File: config.mk
export PLATFORM = sky130hd
export DESIGN_NAME = multi_chan_seen_fsm
export DESIGN_NICKNAME = d
export VERILOG_FILES = /design/src/rtl/multi_chan_seen_pkg.sv /design/src/rtl/seen_timeout_ctr.sv /design/src/rtl/multi_chan_seen_fsm.sv
export SDC_FILE = /design/constraint.sdc
export NUM_CORES = 1
export LEC_CHECK = 0
export CAP_MARGIN = 40
export CORE_AREA = 2 2 39 41
export CTS_BUF_LIST = sky130_fd_sc_hd__clkbuf_8 sky130_fd_sc_hd__clkbuf_16
export DETAILED_ROUTE_END_ITERATION = 7
export DIE_AREA = 0 0 41 43
export GPL_ROUTABILITY_DRIVEN = 1
export PLACE_DENSITY = 0.59
export SLEW_MARGIN = 20
export SYNTH_ARGS = -nofsm -noshare
export SYNTH_HDL_FRONTEND = slang
export SYNTH_SLANG_ARGS = --single-unit
File: constraint.sdc
create_clock -name clk -period 1.1 [get_ports clk]
set_input_delay 0.275 -clock clk [delete_from_list [all_inputs] [get_ports clk]]
set_output_delay 0.275 -clock clk [all_outputs]
set_load 0.005 [all_outputs]
File: src/rtl/multi_chan_seen_pkg.sv
// ============================================================================
// Module   : multi_chan_seen_pkg
// Purpose  : Shared state encoding for the N-channel all-seen tracker.
// Contents : state_t - 2-bit FSM state type
//               ST_IDLE    = 2'd0  no channel seen since the last idle
//               ST_COLLECT = 2'd1  some, but not all, channels seen
//               ST_FULL    = 2'd2  every channel seen; waiting for all to drop
//            Code 2'd3 is unused and recovers to ST_IDLE.
// Revision : 1.0 - initial release
// ============================================================================
`timescale 1ns/1ps
`default_nettype none

package multi_chan_seen_pkg;

   localparam int c_STATE_W = 2;

   typedef enum logic [c_STATE_W-1:0] {
      ST_IDLE    = 2'd0,
      ST_COLLECT = 2'd1,
      ST_FULL    = 2'd2
   } state_t;

endpackage : multi_chan_seen_pkg

`default_nettype wire

File: src/rtl/seen_timeout_ctr.sv
// ============================================================================
// Module   : seen_timeout_ctr
// Purpose  : No-progress timer for the all-seen tracker. Counts cycles while
//            inc is high, saturating at all-ones so it never wraps.
// Ports    : clk    in  1  clock
//            rst    in  1  asynchronous active-high reset
//            clr    in  1  synchronous clear (has priority over inc)
//            inc    in  1  count enable
//            expire out 1  high while the count sits at TIMEOUT-1
//                          (never high when TIMEOUT is 0)
// Revision : 1.0 - initial release
// ============================================================================
`timescale 1ns/1ps
`default_nettype none

module seen_timeout_ctr #(
   parameter int TMO_W   = 8,
   parameter int TIMEOUT = 0
) (
   input  logic clk,
   input  logic rst,
   input  logic clr,
   input  logic inc,
   output logic expire
);

   // For TIMEOUT==0 this constant is meaningless; expire is gated off below.
   localparam logic [TMO_W-1:0] c_LAST = TMO_W'(TIMEOUT - 1);
   localparam logic [TMO_W-1:0] c_MAX  = '1;

   logic [TMO_W-1:0] r_cnt;

   always_ff @(posedge clk or posedge rst) begin
      if (rst) begin
         r_cnt <= '0;
      end else if (clr) begin
         r_cnt <= '0;
      end else if (inc && (r_cnt != c_MAX)) begin
         r_cnt <= r_cnt + TMO_W'(1);
      end
   end

   assign expire = (TIMEOUT != 0) && (r_cnt == c_LAST);

endmodule : seen_timeout_ctr

`default_nettype wire

File: src/rtl/multi_chan_seen_fsm.sv
// ============================================================================
// Module   : multi_chan_seen_fsm
// Purpose  : N-channel "all-seen" tracker. Accumulates which request lines
//            have asserted since the last idle, reports completion once all
//            have been seen, then waits for every line to drop. A stalled
//            collection (no new channel for TIMEOUT cycles) is aborted with a
//            one-cycle timeout_o pulse.
// Ports    : clk       in  1      clock
//            rst       in  1      asynchronous active-high reset
//            ch_in     in  N_CH   channel activity lines
//            idle      out 1      state is IDLE
//            all_seen  out 1      state is FULL
//            seen      out N_CH   channels seen during this pass
//            state_o   out 2      IDLE=0, COLLECT=1, FULL=2
//            timeout_o out 1      one-cycle pulse on a timeout abort
//            pass_cnt  out CNT_W  saturating count of entries into FULL
//                                 (present only when SEEN_CNT_EN is defined)
// Config   : `define SEEN_CNT_EN to build the pass counter.
// Revision : 1.0 - initial release
// ============================================================================
`timescale 1ns/1ps
`default_nettype none

module multi_chan_seen_fsm
   import multi_chan_seen_pkg::*;
#(
   parameter int N_CH    = 2,
   parameter int TMO_W   = 8,
   parameter int TIMEOUT = 0,
   parameter int CNT_W   = 8
) (
   input  logic            clk,
   input  logic            rst,
   input  logic [N_CH-1:0] ch_in,
   output logic            idle,
   output logic            all_seen,
   output logic [N_CH-1:0] seen,
   output logic [1:0]      state_o,
   output logic            timeout_o
`ifdef SEEN_CNT_EN
   ,
   output logic [CNT_W-1:0] pass_cnt
`endif
);

   localparam logic [N_CH-1:0] c_ALL = '1;

   state_t          r_state;
   logic [N_CH-1:0] r_seen;
   logic            r_idle;
   logic            r_all_seen;
   logic            r_timeout;

   logic [N_CH-1:0] w_nxt;
   logic            w_new;
   logic            w_done;
   logic            w_in_collect;
   logic            w_tmr_clr;
   logic            w_tmr_inc;
   logic            w_expire;
   logic            w_enter_full;

   assign w_nxt        = r_seen | ch_in;
   assign w_new        = (w_nxt != r_seen);
   assign w_done       = (w_nxt == c_ALL);
   assign w_in_collect = (r_state == ST_COLLECT);

   // The timer only runs in COLLECT while nothing new arrives. Completion in
   // COLLECT always implies a new bit, so w_new also covers that case.
   assign w_tmr_clr = !w_in_collect || w_new || w_expire;
   assign w_tmr_inc = !w_tmr_clr;

   assign w_enter_full = ((r_state == ST_IDLE) && (ch_in == c_ALL)) ||
                         (w_in_collect && w_done);

   seen_timeout_ctr #(
      .TMO_W   (TMO_W),
      .TIMEOUT (TIMEOUT)
   ) u_tmr (
      .clk    (clk),
      .rst    (rst),
      .clr    (w_tmr_clr),
      .inc    (w_tmr_inc),
      .expire (w_expire)
   );

   // idle/all_seen are registered alongside the state so every output comes
   // straight from a flop.
   always_ff @(posedge clk or posedge rst) begin
      if (rst) begin
         r_state    <= ST_IDLE;
         r_seen     <= '0;
         r_idle     <= 1'b1;
         r_all_seen <= 1'b0;
         r_timeout  <= 1'b0;
      end else begin
         r_timeout <= 1'b0;
         case (r_state)
            ST_IDLE: begin
               if (ch_in == c_ALL) begin
                  r_state    <= ST_FULL;
                  r_seen     <= c_ALL;
                  r_idle     <= 1'b0;
                  r_all_seen <= 1'b1;
               end else if (ch_in != '0) begin
                  r_state    <= ST_COLLECT;
                  r_seen     <= ch_in;
                  r_idle     <= 1'b0;
                  r_all_seen <= 1'b0;
               end
            end
            ST_COLLECT: begin
               r_seen <= w_nxt;
               if (w_done) begin
                  // Completion takes priority over an expiry on the same cycle.
                  r_state    <= ST_FULL;
                  r_idle     <= 1'b0;
                  r_all_seen <= 1'b1;
               end else if (!w_new && w_expire) begin
                  r_state    <= ST_IDLE;
                  r_seen     <= '0;
                  r_idle     <= 1'b1;
                  r_all_seen <= 1'b0;
                  r_timeout  <= 1'b1;
               end
            end
            ST_FULL: begin
               if (ch_in == '0) begin
                  r_state    <= ST_IDLE;
                  r_seen     <= '0;
                  r_idle     <= 1'b1;
                  r_all_seen <= 1'b0;
               end
            end
            default: begin
               // Unused code: recover quietly to IDLE.
               r_state    <= ST_IDLE;
               r_seen     <= '0;
               r_idle     <= 1'b1;
               r_all_seen <= 1'b0;
            end
         endcase
      end
   end

   assign idle      = r_idle;
   assign all_seen  = r_all_seen;
   assign seen      = r_seen;
   assign state_o   = r_state;
   assign timeout_o = r_timeout;

`ifdef SEEN_CNT_EN
   localparam logic [CNT_W-1:0] c_CNT_MAX = '1;

   logic [CNT_W-1:0] r_pass_cnt;

   always_ff @(posedge clk or posedge rst) begin
      if (rst) begin
         r_pass_cnt <= '0;
      end else if (w_enter_full && (r_pass_cnt != c_CNT_MAX)) begin
         r_pass_cnt <= r_pass_cnt + CNT_W'(1);
      end
   end

   assign pass_cnt = r_pass_cnt;
`endif

endmodule : multi_chan_seen_fsm

`default_nettype wire

==> results.txt <==
status: finished with violations
failing checks: negative setup slack
gr usage total: 9.778%
vias in the first global route: 278
skew final: 0.002921 ns
DR DRC count: 0
I/O pin count: 11
reg2reg start: state_o[1]
vias: 292
Root Buffer: clkbuf_8
Die Ht: 43 µm
# nets final: 53
crit path launch: state_o[1]
total internal power: 0.9814 mW
crit path max fanout: 8
TritonCTS clock tree: yes
Seq pwr share: 22.7%
Synth area leader: dfrtp_1
initial antenna violation count: 0
H-tree Lvls: 1
routability congestion estimate: 0.7624
clock share of power: 22.6%
post-DP HPWL: 436.1 µm
top-area cell type share of the netlist area: 30.53%
layout cells sized above 1: 50.00%
post-synthesis area per instance: 9.934 µm²
IR Drop Worst-Case VDD: 867.8 µV
placed cell areas: 422.9 µm²
Yosys cell types: 21
final worst-path cycle share: 105.1%
Mapped Cells: 33
#FFs+latches synth: 5
crit path time final: 1.156 ns
design area: 493.0 µm²
routed wire length: 647 µm
Buf/Inv on CP: 2
CP cell instances: buf_6 > buf_8 > maj3_2 > nand2_2 > o31ai_2
CTS buffer count: 3
number of synthesized flops with an enable pin: 0
Starting DRT DRC Count: 8
Critical Path Max Stage Delay: 0.38 ns
TritonRoute pass-1 iters: 4
Max Clock Freq: 864.7 MHz
Comb pwr share: 54.7%
Top delay family on crit path: flip-flops
Top FF cell, synth: dfrtp_1
DR WL/cell: 10.11 µm
Critical Path End Type: flop
Die Area: 1763 µm²
Initial Utilization: 23.69%
later-pin clock latency in the skew report: 0.22 ns
Reg-to-Reg End: state_o[1]
fin worst setup slack: -0.05649 ns
startpoint class of the critical path: flop
ys async rst share: 100.0%
YS warnings: 0
Pins Over Slew Limit: 0
final hold violation count: 0
Syn-to-layout area delta: 50.38%
Buffers on Ports: 9
Diodes inserted: 0
setup tns final: -0.1602 ns
DIE WIDTH: 41 µm
HP Class: in2async
clk buf depth: 2
post-route ant nets: 0
Post-Synthesis Cell Area: 327.8 µm²
max-cap violations: 0
Mapped Nets: 37
final setup violation count: 6
drt via density: 4.563
slowest CP cell: dfrtp_1
Congestion Overflow GR: 0
first-pass GRT wire length: 1124 µm
WP data arrival: 1.26 ns
clock sink count: 5
pin count of the biggest net entering global routing: 9
Clock transition at path regs: 0.04 ns
hold buffer count at CTS: 0
FF-to-FF setup slack: -0.06 ns
Pwr Density: 2963 nW/µm²
R2R depth: 5
Required @ worst endpoint: 1.20 ns
Net Sw Frac: 32.81%
RSZ-0062 raised after global routing: true
Hold WS: 0.2620 ns
register area share after synthesis: 38.55%
critical path type: reg2reg
Pleak: 0.2348 nW
NetSw: 0.4792 mW
core area: 1384 µm²
Row Count: 14
Area contributors post-synth: dfrtp_1 31%, dfstp_2 8.0%, buf_4 6.9%
## logic make-up (layout without fill, tap and decap cells)
| kind of cell | after synthesis | after routing | synth area share (%) |
|---|---|---|---|
| buffers and inverters | 7 | 22 | 16.03 |
| muxes | 2 | 2 | 6.107 |
| and+or+nand+nor | 7 | 7 | 11.45 |
| xor gates and xnor gates | 1 | 1 | 2.672 |
| adders and majority gates | 1 | 1 | 3.435 |
| DFF | 5 | 5 | 38.55 |
| other | 1 | 1 | 1.144 |
| AOI/OAI and AO/OA | 9 | 9 | 20.61 |
## power groups by stage
stage          Clock (mW)  Combinational, mW  Sequential (mW)
3_5_place_dp            0              0.708            0.334
3_3_place_gp            0              0.710            0.333
6_report            0.330              0.799            0.332
5_1_grt             0.358              0.896            0.346
4_1_cts             0.343              0.778            0.332
2_1_floorplan           0              0.368            0.375
## what timing repair did
action / 4_1_cts / 5_1_grt
pin swaps: 4 / 1
gates resized for setup: 21 / 7
buffers inserted: 3 / 0
endpoints found under the setup margin: 11 / 11
endpoints found under the hold margin: 0 / 0
## worst max-delay path by stage
stage / slack (ns) / endpoint / cells after the start
2_1_floorplan: 0.03 / state_o[1] / 4
3_3_place_gp: -0.35 / seen[1] / 3
3_5_place_dp: -0.34 / state_o[1] / 4
4_1_cts: -0.06 / state_o[1] / 5
5_1_grt: -0.1 / seen[0] / 5
6_report: -0.06 / state_o[1] / 5
## cell type report
type	count	area [µm²]
Fill cell	144	890.9
Multi-Input combinational cell	21	168.9
Sequential cell	5	126.4
Timing Repair Buffer	16	125.1
Clock buffer	3	41.29
Tap cell	16	20.02
Inverter	2	7.507
Clock inverter	1	3.754
## synth_stat cells, drive strengths merged, types with 2 or more instances
cell type and n:
inv 2, dfrtp 4, buf 5, nand2 2
nor2 2, o221a 2, a21oi 3, mux2i 2
## registers in the layout (all words and copies together) (netlist names)
name and count:
state_o 2, idle 1, seen 2
## through the flow
step	util (%)	total power, mW	std cells	setup slack, ns
6_report	35.62	1.461	64	-0.05649
5_1_grt	35.62	1.601	64	-0.09772
4_1_cts	35.62	1.452	64	-0.05848
3_5_place_dp	30.56	1.042	57	-0.3428
3_3_place_gp	30.56	1.043	57	-0.3488
2_1_floorplan	-	0.7427	33	0.03481
## routing by layer
layer | share of wire, % | GRT usage, % | routed length [µm]
met1 | 37 | 10.10 | 237
met2 | 53 | 15.00 | 340
met3 | 11 | 7.853 | 69
met4 | 0 | 2.000 | 0
met5 | 0 | 0 | 0
## cells in the final DEF, fill, tap and decap left out, drive strengths merged, types with 2 or more instances in the layout
cell type    instances
nor2                 2
a21oi                3
o221a                2
mux2i                2
dlygate4sd2          3
dfrtp                4
nand2                2
clkbuf               6
inv                  3
buf                  9
No activity file was read; power rests on OpenSTA's default activity.
